`src/rtl/lut_logic_pkg.sv`:
```
// Shared types and constants for the programmable LUT logic unit.
// Holds the loader state enum and the reset (Q = A) table generator.
package lut_logic_pkg;

    localparam int CNT_W = 16;

    typedef enum logic {
        IDLE = 1'b0,
        LOAD = 1'b1
    } state_e;

    // Bit i of the table equals bit k-1 of i, i.e. the output follows input A.
    function automatic logic [63:0] reset_table(input int k);
        logic [63:0] t;
        t = '0;
        for (int i = 0; i < 64; i++) begin
            if (i < (1 << k)) begin
                t[i] = ((i >> (k - 1)) & 1) != 0;
            end
        end
        return t;
    endfunction

endpackage

```
`src/rtl/lut_logic_unit_if.sv`:
```
// Handshake, result and table-load signals of the LUT logic unit.
// The ones_count signal exists only when LUT_COUNT_EN is defined.
interface lut_logic_unit_if
    import lut_logic_pkg::*;
#(
    parameter int K  = 3,
    parameter int CH = 4
);

    logic              in_valid;
    logic              in_ready;
    logic [CH*K-1:0]   in_data;
    logic              out_valid;
    logic              out_ready;
    logic [CH-1:0]     out_data;
    logic              load_start;
    logic              load_valid;
    logic              load_bit;
    logic              busy;
`ifdef LUT_COUNT_EN
    logic [CNT_W-1:0]  ones_count;
`endif

    modport master (
        output in_valid, in_data, out_ready,
        output load_start, load_valid, load_bit,
        input  in_ready, out_valid, out_data, busy
`ifdef LUT_COUNT_EN
        , input ones_count
`endif
    );

    modport slave (
        input  in_valid, in_data, out_ready,
        input  load_start, load_valid, load_bit,
        output in_ready, out_valid, out_data, busy
`ifdef LUT_COUNT_EN
        , output ones_count
`endif
    );

endinterface

```
`src/rtl/lut_logic_unit_loader.sv`:
```
// Serial truth-table loader: IDLE/LOAD FSM, shadow register and commit.
// The active table only changes when the final bit of a load is accepted.
module lut_loader
    import lut_logic_pkg::*;
#(
    parameter int K = 3
) (
    input  logic            clk,
    input  logic            rst_n,
    input  logic            load_start_i,
    input  logic            load_valid_i,
    input  logic            load_bit_i,
    output logic [2**K-1:0] table_o,
    output logic            busy_o
);

    localparam int N = 2**K;
    localparam logic [63:0]  RST64 = reset_table(K);
    localparam logic [N-1:0] RST   = RST64[N-1:0];
    localparam logic [K-1:0] LAST  = '1;

    state_e         state_q, state_d;
    logic [K-1:0]   cnt_q, cnt_d;
    logic [N-1:0]   shadow_q, shadow_d;
    logic [N-1:0]   table_q, table_d;

    always_ff @(posedge clk or negedge rst_n) begin
        if (!rst_n) begin
            state_q  <= IDLE;
            cnt_q    <= '0;
            shadow_q <= RST;
            table_q  <= RST;
        end else begin
            state_q  <= state_d;
            cnt_q    <= cnt_d;
            shadow_q <= shadow_d;
            table_q  <= table_d;
        end
    end

    always_comb begin
        state_d  = state_q;
        cnt_d    = cnt_q;
        shadow_d = shadow_q;
        table_d  = table_q;
        unique case (state_q)
            IDLE: begin
                if (load_start_i) begin
                    state_d = LOAD;
                    cnt_d   = '0;
                end
            end
            LOAD: begin
                if (load_valid_i) begin
                    shadow_d[cnt_q] = load_bit_i;
                    cnt_d           = cnt_q + 1'b1;
                    // Last bit: commit includes the bit arriving this cycle.
                    if (cnt_q == LAST) begin
                        table_d = shadow_d;
                        state_d = IDLE;
                    end
                end
            end
            default: state_d = IDLE;
        endcase
    end

    assign table_o = table_q;
    assign busy_o  = (state_q == LOAD);

endmodule

```
`src/rtl/lut_logic_unit.sv`:
```
// Top of the LUT logic unit: handshake register, per-channel lookups and
// the optional saturating ones counter (enabled by LUT_COUNT_EN).
module lut_logic_unit
    import lut_logic_pkg::*;
#(
    parameter int K  = 3,
    parameter int CH = 4
) (
    input logic             clk,
    input logic             rst_n,
    lut_logic_unit_if.slave bus
);

    localparam int N = 2**K;

    logic [N-1:0]  table_w;
    logic          busy_w;
    logic [CH-1:0] look_w;
    logic [CH-1:0] out_data_q, out_data_d;
    logic          out_valid_q, out_valid_d;
    logic          in_ready_w;
    logic          in_fire;
    logic          out_fire;

    lut_loader #(.K(K)) u_loader (
        .clk          (clk),
        .rst_n        (rst_n),
        .load_start_i (bus.load_start),
        .load_valid_i (bus.load_valid),
        .load_bit_i   (bus.load_bit),
        .table_o      (table_w),
        .busy_o       (busy_w)
    );

    assign in_ready_w = !busy_w && (!out_valid_q || bus.out_ready);
    assign in_fire    = bus.in_valid && in_ready_w;
    assign out_fire   = out_valid_q && bus.out_ready;

    always_comb begin
        look_w = '0;
        for (int c = 0; c < CH; c++) begin
            look_w[c] = table_w[bus.in_data[c*K +: K]];
        end
    end

    always_comb begin
        out_data_d  = out_data_q;
        out_valid_d = out_valid_q;
        if (in_fire) begin
            out_data_d  = look_w;
            out_valid_d = 1'b1;
        end else if (out_fire) begin
            out_valid_d = 1'b0;
        end
    end

    always_ff @(posedge clk or negedge rst_n) begin
        if (!rst_n) begin
            out_data_q  <= '0;
            out_valid_q <= 1'b0;
        end else begin
            out_data_q  <= out_data_d;
            out_valid_q <= out_valid_d;
        end
    end

    assign bus.in_ready  = in_ready_w;
    assign bus.out_valid = out_valid_q;
    assign bus.out_data  = out_data_q;
    assign bus.busy      = busy_w;

`ifdef LUT_COUNT_EN
    localparam int SW = CNT_W + 1;

    logic [CNT_W-1:0] cnt_q, cnt_d;
    logic [CNT_W:0]   sum_w;

    always_comb begin
        sum_w = {1'b0, cnt_q} + SW'($countones(out_data_q));
        cnt_d = cnt_q;
        if (out_fire) begin
            cnt_d = sum_w[CNT_W] ? '1 : sum_w[CNT_W-1:0];
        end
    end

    always_ff @(posedge clk or negedge rst_n) begin
        if (!rst_n) begin
            cnt_q <= '0;
        end else begin
            cnt_q <= cnt_d;
        end
    end

    assign bus.ones_count = cnt_q;
`endif

endmodule
```
`src/flat_wrapper.sv`:
```
// flat-port wrapper written by rule: the top's interface ports become plain ports
module lut_logic_unit_flat import lut_logic_pkg::*;
#(
    parameter int K  = 3,
    parameter int CH = 4
)
  (clk, rst_n, bus_in_valid, bus_in_data, bus_out_ready, bus_load_start, bus_load_valid, bus_load_bit, bus_in_ready, bus_out_valid, bus_out_data, bus_busy);
  lut_logic_unit_if #(.K(K), .CH(CH)) bus_i ();
  input logic clk;
  input logic rst_n;
  input wire logic [$bits(bus_i.in_valid)-1:0] bus_in_valid;
  input wire logic [$bits(bus_i.in_data)-1:0] bus_in_data;
  input wire logic [$bits(bus_i.out_ready)-1:0] bus_out_ready;
  input wire logic [$bits(bus_i.load_start)-1:0] bus_load_start;
  input wire logic [$bits(bus_i.load_valid)-1:0] bus_load_valid;
  input wire logic [$bits(bus_i.load_bit)-1:0] bus_load_bit;
  output wire logic [$bits(bus_i.in_ready)-1:0] bus_in_ready;
  output wire logic [$bits(bus_i.out_valid)-1:0] bus_out_valid;
  output wire logic [$bits(bus_i.out_data)-1:0] bus_out_data;
  output wire logic [$bits(bus_i.busy)-1:0] bus_busy;
  assign bus_i.in_valid = bus_in_valid;
  assign bus_i.in_data = bus_in_data;
  assign bus_i.out_ready = bus_out_ready;
  assign bus_i.load_start = bus_load_start;
  assign bus_i.load_valid = bus_load_valid;
  assign bus_i.load_bit = bus_load_bit;
  assign bus_in_ready = bus_i.in_ready;
  assign bus_out_valid = bus_i.out_valid;
  assign bus_out_data = bus_i.out_data;
  assign bus_busy = bus_i.busy;
  lut_logic_unit #(.K(K), .CH(CH)) u_core (.clk(clk), .rst_n(rst_n), .bus(bus_i));
endmodule
```
`config.mk`:
```
export PLATFORM = sky130hd
export DESIGN_NAME = lut_logic_unit_flat
export DESIGN_NICKNAME = d
export VERILOG_FILES = /design/src/rtl/lut_logic_pkg.sv /design/src/rtl/lut_logic_unit_if.sv /design/src/rtl/lut_logic_unit_loader.sv /design/src/rtl/lut_logic_unit.sv /design/src/flat_wrapper.sv
export SDC_FILE = /design/constraint.sdc
export NUM_CORES = 1
export LEC_CHECK = 0
export ABC_AREA = 1
export CAP_MARGIN = 20
export CORE_MARGIN = 8
export CORE_UTILIZATION = 55
export CTS_CLUSTER_DIAMETER = 150
export DETAILED_ROUTE_END_ITERATION = 8
export GPL_ROUTABILITY_DRIVEN = 1
export GPL_TIMING_DRIVEN = 0
export PLACE_DENSITY = 0.93
export SLEW_MARGIN = 20
export SYNTH_ARGS = -nofsm -noshare
export SYNTH_HDL_FRONTEND = slang
export SYNTH_SLANG_ARGS = --single-unit
```
`constraint.sdc`:
```
create_clock -name clk -period 2.5 [get_ports clk]
set_input_delay 0.5 -clock clk [delete_from_list [all_inputs] [get_ports clk]]
set_output_delay 0.5 -clock clk [all_outputs]
set_load 0.02 [all_outputs]
```
==> results.md <==
- The run finished with clean final reports.
- Buffers inserted to repair hold after CTS numbered 0.
- The buffers plus inverters on the worst setup path is 2.
- The routed layout has about 1400 vias.
- Dividing the detail-routed wire length by the instance count gives about 13 um.
- The number of storage elements in the synthesis netlist is 25.
- The number of remaining DRC errors is 0.
- TritonCTS built the clock tree.
- The post-layout net count is between 200 and 300.
- At the later pin of the worst-skew pair, clock insertion delay measures around 320 ps.
- Across every metal layer, demand over resource in global routing totals 0.165.
- The width of the die is between 60 and 70 um.
- The initial core utilization is 0.579.
- The data required time at the worst endpoint is roughly 2000 ps.
- The type of element launching the critical path is an input pin.
- The setup slack at placement is around 190 ps.
- The first-pass GRT wire length is around 5.9 mm.
- The transition time of the tightest slew-check pin is 517 ps.
- Across the run, the number of max-cap violations was 0.
- The via count of the first global-routing pass is between 1000 and 1500.
- The worst pin sits at a relative slew slack of 0.655.
- After global routing the overflow that remains totals 0.
- The total half-perimeter wirelength after legalization and detailed placement is between 2 and 2.5 mm.
- The count of endpoints failing hold in the final timing report is 0.
- The worst path needs about 2300 ps of the cycle, external delays included.
- The largest single stage delay on the critical path is 640 ps.
- The count of final max-slew check failures is 0.
- The clock passes through at most 2 buffers.
- Setup repair after global routing left no endpoint under its margin.
- In the finished design, the share of the clock period the worst path needs comes to 0.925.
- The post-synthesis area per instance is 7.10 um2.
- The maximum number of pins on one net before global-route repair is 26.
- The number of nets in the synthesized netlist is 223.
- Synthesis handed over a netlist of just over 200 instances.
- The count of instances resized after the clock tree is built is 0.
- Across all setup checks in the final design, the least slack found is 188 ps.
- The post-synthesis cell area is between 1000 and 1500 um2.
- The overall die area is between 4000 and 5000 um2.
- The initial antenna violation count is 0.
- The length of the first detailed-routing pass in iterations is 4.
- The clock transition at the registers of the reported paths is 130 ps.
- The layout has 201 filler cells.
- Power spread over the standard cell area amounts to ~960 nW/um2.
- The static leakage is ~0.9 nW.
- The share of cells above drive strength 1 is 0.0823.
- The proportion of synthesized chip area in sequential cells is 0.443.
- The final estimated routing congestion in global placement is between 0.8 and 0.9.
- The first routing iteration left around 150 violations.
- STA classifies the critical path endpoint as an output port.
- The min-delay analysis places its worst path in the category in -> async.
- The number of diodes is 0.
- Static timing analysis puts the maximum clock frequency at 0.433 GHz.
- The H-tree level count is 1.
- Setup violations remaining at the end of the flow were counted as 0.
- The count of port buffers added during placement is 25.
- The signed area change from the synthesized netlist to the final layout is 21.5%.
- The signal on the critical path passes through clkdlybuf4s50_1 > nor2_1 > nor2_1 > clkdlybuf4s50_1.
- The total wirelength of the detailed-routed design is 3.27 mm.
- Of all nets on the critical path, the largest fanout is 2.
- The clock buffer count from CTS is 3.
- The sum of internal, switching and leakage power is roughly 1.7 mW.
- The root buffer cell chosen for the clock tree is clkbuf_4.
- Clock tree synthesis found a total of 25 sinks.
- The number of cell rows is 18.
- The core region is approximately 2500 um2.
- The maximum clock skew at final layout is 1.88 ps.
- The type of the worst setup path is in -> out.
- The via-per-instance ratio is about 5.2.
- The cell class contributing the biggest share of worst-path delay is buffers and inverters.
- The count of different cell masters after synthesis is 16.
- The worst vdd rail ir drop is approximately 0.74 mV.
- The register-to-register path setup slack is roughly 1100 ps.
- After routing, the total negative slack on setup checks comes to 0 ps.
- The number of I/O pins is 26.
- The floorplan step set the die height to approximately 67 um.
- During synthesis, Yosys emitted a total of 0 warnings.
- The remaining number of nets flagged by the antenna check after routing is 0.
- The arrival time of data at the critical path endpoint is around 1800 ps.
- The setup fix buffers added after clock tree synthesis is 0.
- The cell with the largest stage delay on the worst path is clkdlybuf4s50_1.
-- Yosys cell counts --
library cell | number | area share
buf_2 | 1 | 0.0035
buf_6 | 1 | 0.0078
dfrtp_1 | 17 | 0.30
dfstp_2 | 8 | 0.15
ha_1 | 2 | 0.017
inv_1 | 34 | 0.089
inv_4 | 1 | 0.0044
nand2_1 | 67 | 0.18
nand2_2 | 1 | 0.0044
nand2_4 | 2 | 0.016
nand3_1 | 36 | 0.13
nor2_1 | 2 | 0.0052
o21a_1 | 1 | 0.0052
o21ai_0 | 21 | 0.073
o21ai_1 | 7 | 0.024
o21ai_2 | 1 | 0.0061
-- sequential cells by signal, summed over array words and instances, names as in the netlist --
register                  count
u_core.u_loader.shadow_q      8
u_core.bus.out_data           4
u_core.u_loader.busy_o        1
u_core.u_loader.table_o       8
u_core.bus.out_valid          1
u_core.u_loader.cnt_q         3
-- stage by stage --
| stage | cells | hold slack, ps | area, um2 | utilization |
|---|---|---|---|---|
| final | 261 | 126 | 1740 | 0.704 |
| after detailed placement | 257 | 465 | 1720 | 0.695 |
| after floorplan | 202 | 204 | 1440 | - |
| after CTS | 261 | 484 | 1750 | 0.706 |
| after global placement | 257 | 463 | 1720 | 0.695 |
| after global routing | 261 | 163 | 1740 | 0.704 |
-- area by class of cell --
type	instances	area, um2	area share
clock buffers	4	26.3	0.0151
well taps	30	37.5	0.0215
plain buffers	2	16.3	0.00933
inverters	35	134	0.0768
multi-input cells	140	649	0.372
repair buffers	25	245	0.141
flip-flops and latches	25	636	0.364
-- cells by family after synthesis --
group | Yosys count | share of synthesized area
compound gates | 30 | 0.109
fa+ha+maj | 2 | 0.0174
buf+inv | 37 | 0.105
flops | 25 | 0.443
simple gates | 108 | 0.326
-- final timing paths --
check                                                start                           to  cells after the start
worst max-delay path                         bus_out_ready                 bus_in_ready                      4
worst min register to register  u_core.u_loader.table_o[4]   u_core.u_loader.table_o[4]                      2
worst min-delay path                                 rst_n     u_core.u_loader.cnt_q[0]                      1
worst max register to register    u_core.u_loader.cnt_q[0]   u_core.u_loader.table_o[6]                      6
max in group asynchronous                            rst_n  u_core.u_loader.shadow_q[4]                      1
min in group clk                u_core.u_loader.table_o[4]   u_core.u_loader.table_o[4]                      2
-- per-layer routing --
layer,GRT usage,vias up,share of wire,wire [um]
met1,0.190,602,0.42,1390
met4,0.0679,0,0.016,53
met2,0.284,49,0.48,1560
li1,-,701,-,-
met5,0,-,0,0
met3,0.0419,9,0.082,267
-- worst register-to-register path, stage by stage, from the launching register on --
cell and delay (ps):
dfrtp_1 450, ha_1 220, ha_1 220, nand2_4 120, buf_6 150, nand2_1 60, o21ai_1 80
-- placed cells by master, fill, tap and decap left out --
cell type,netlist,routed
buf_6,1,1
nand3_1,36,36
o21ai_0,21,21
clkdlybuf4s50_1,0,24
dfstp_2,8,8
inv_4,1,1
nand2_4,2,2
dfrtp_1,17,17
inv_1,34,34
o21a_1,1,1
clkbuf_4,0,3
nor2_1,2,2
buf_2,1,2
nand2_1,67,67
clkbuf_1,0,1
o21ai_1,7,7
nand2_2,1,1
ha_1,2,2
o21ai_2,1,1
-- power breakdown --
part	total [mW]	switching [mW]	internal, mW
clock	0.180	0.118	0.0626
sequential	0.722	0.110	0.612
combinational	0.764	0.472	0.292
Note: power is estimated with default switching activity, not from simulation.
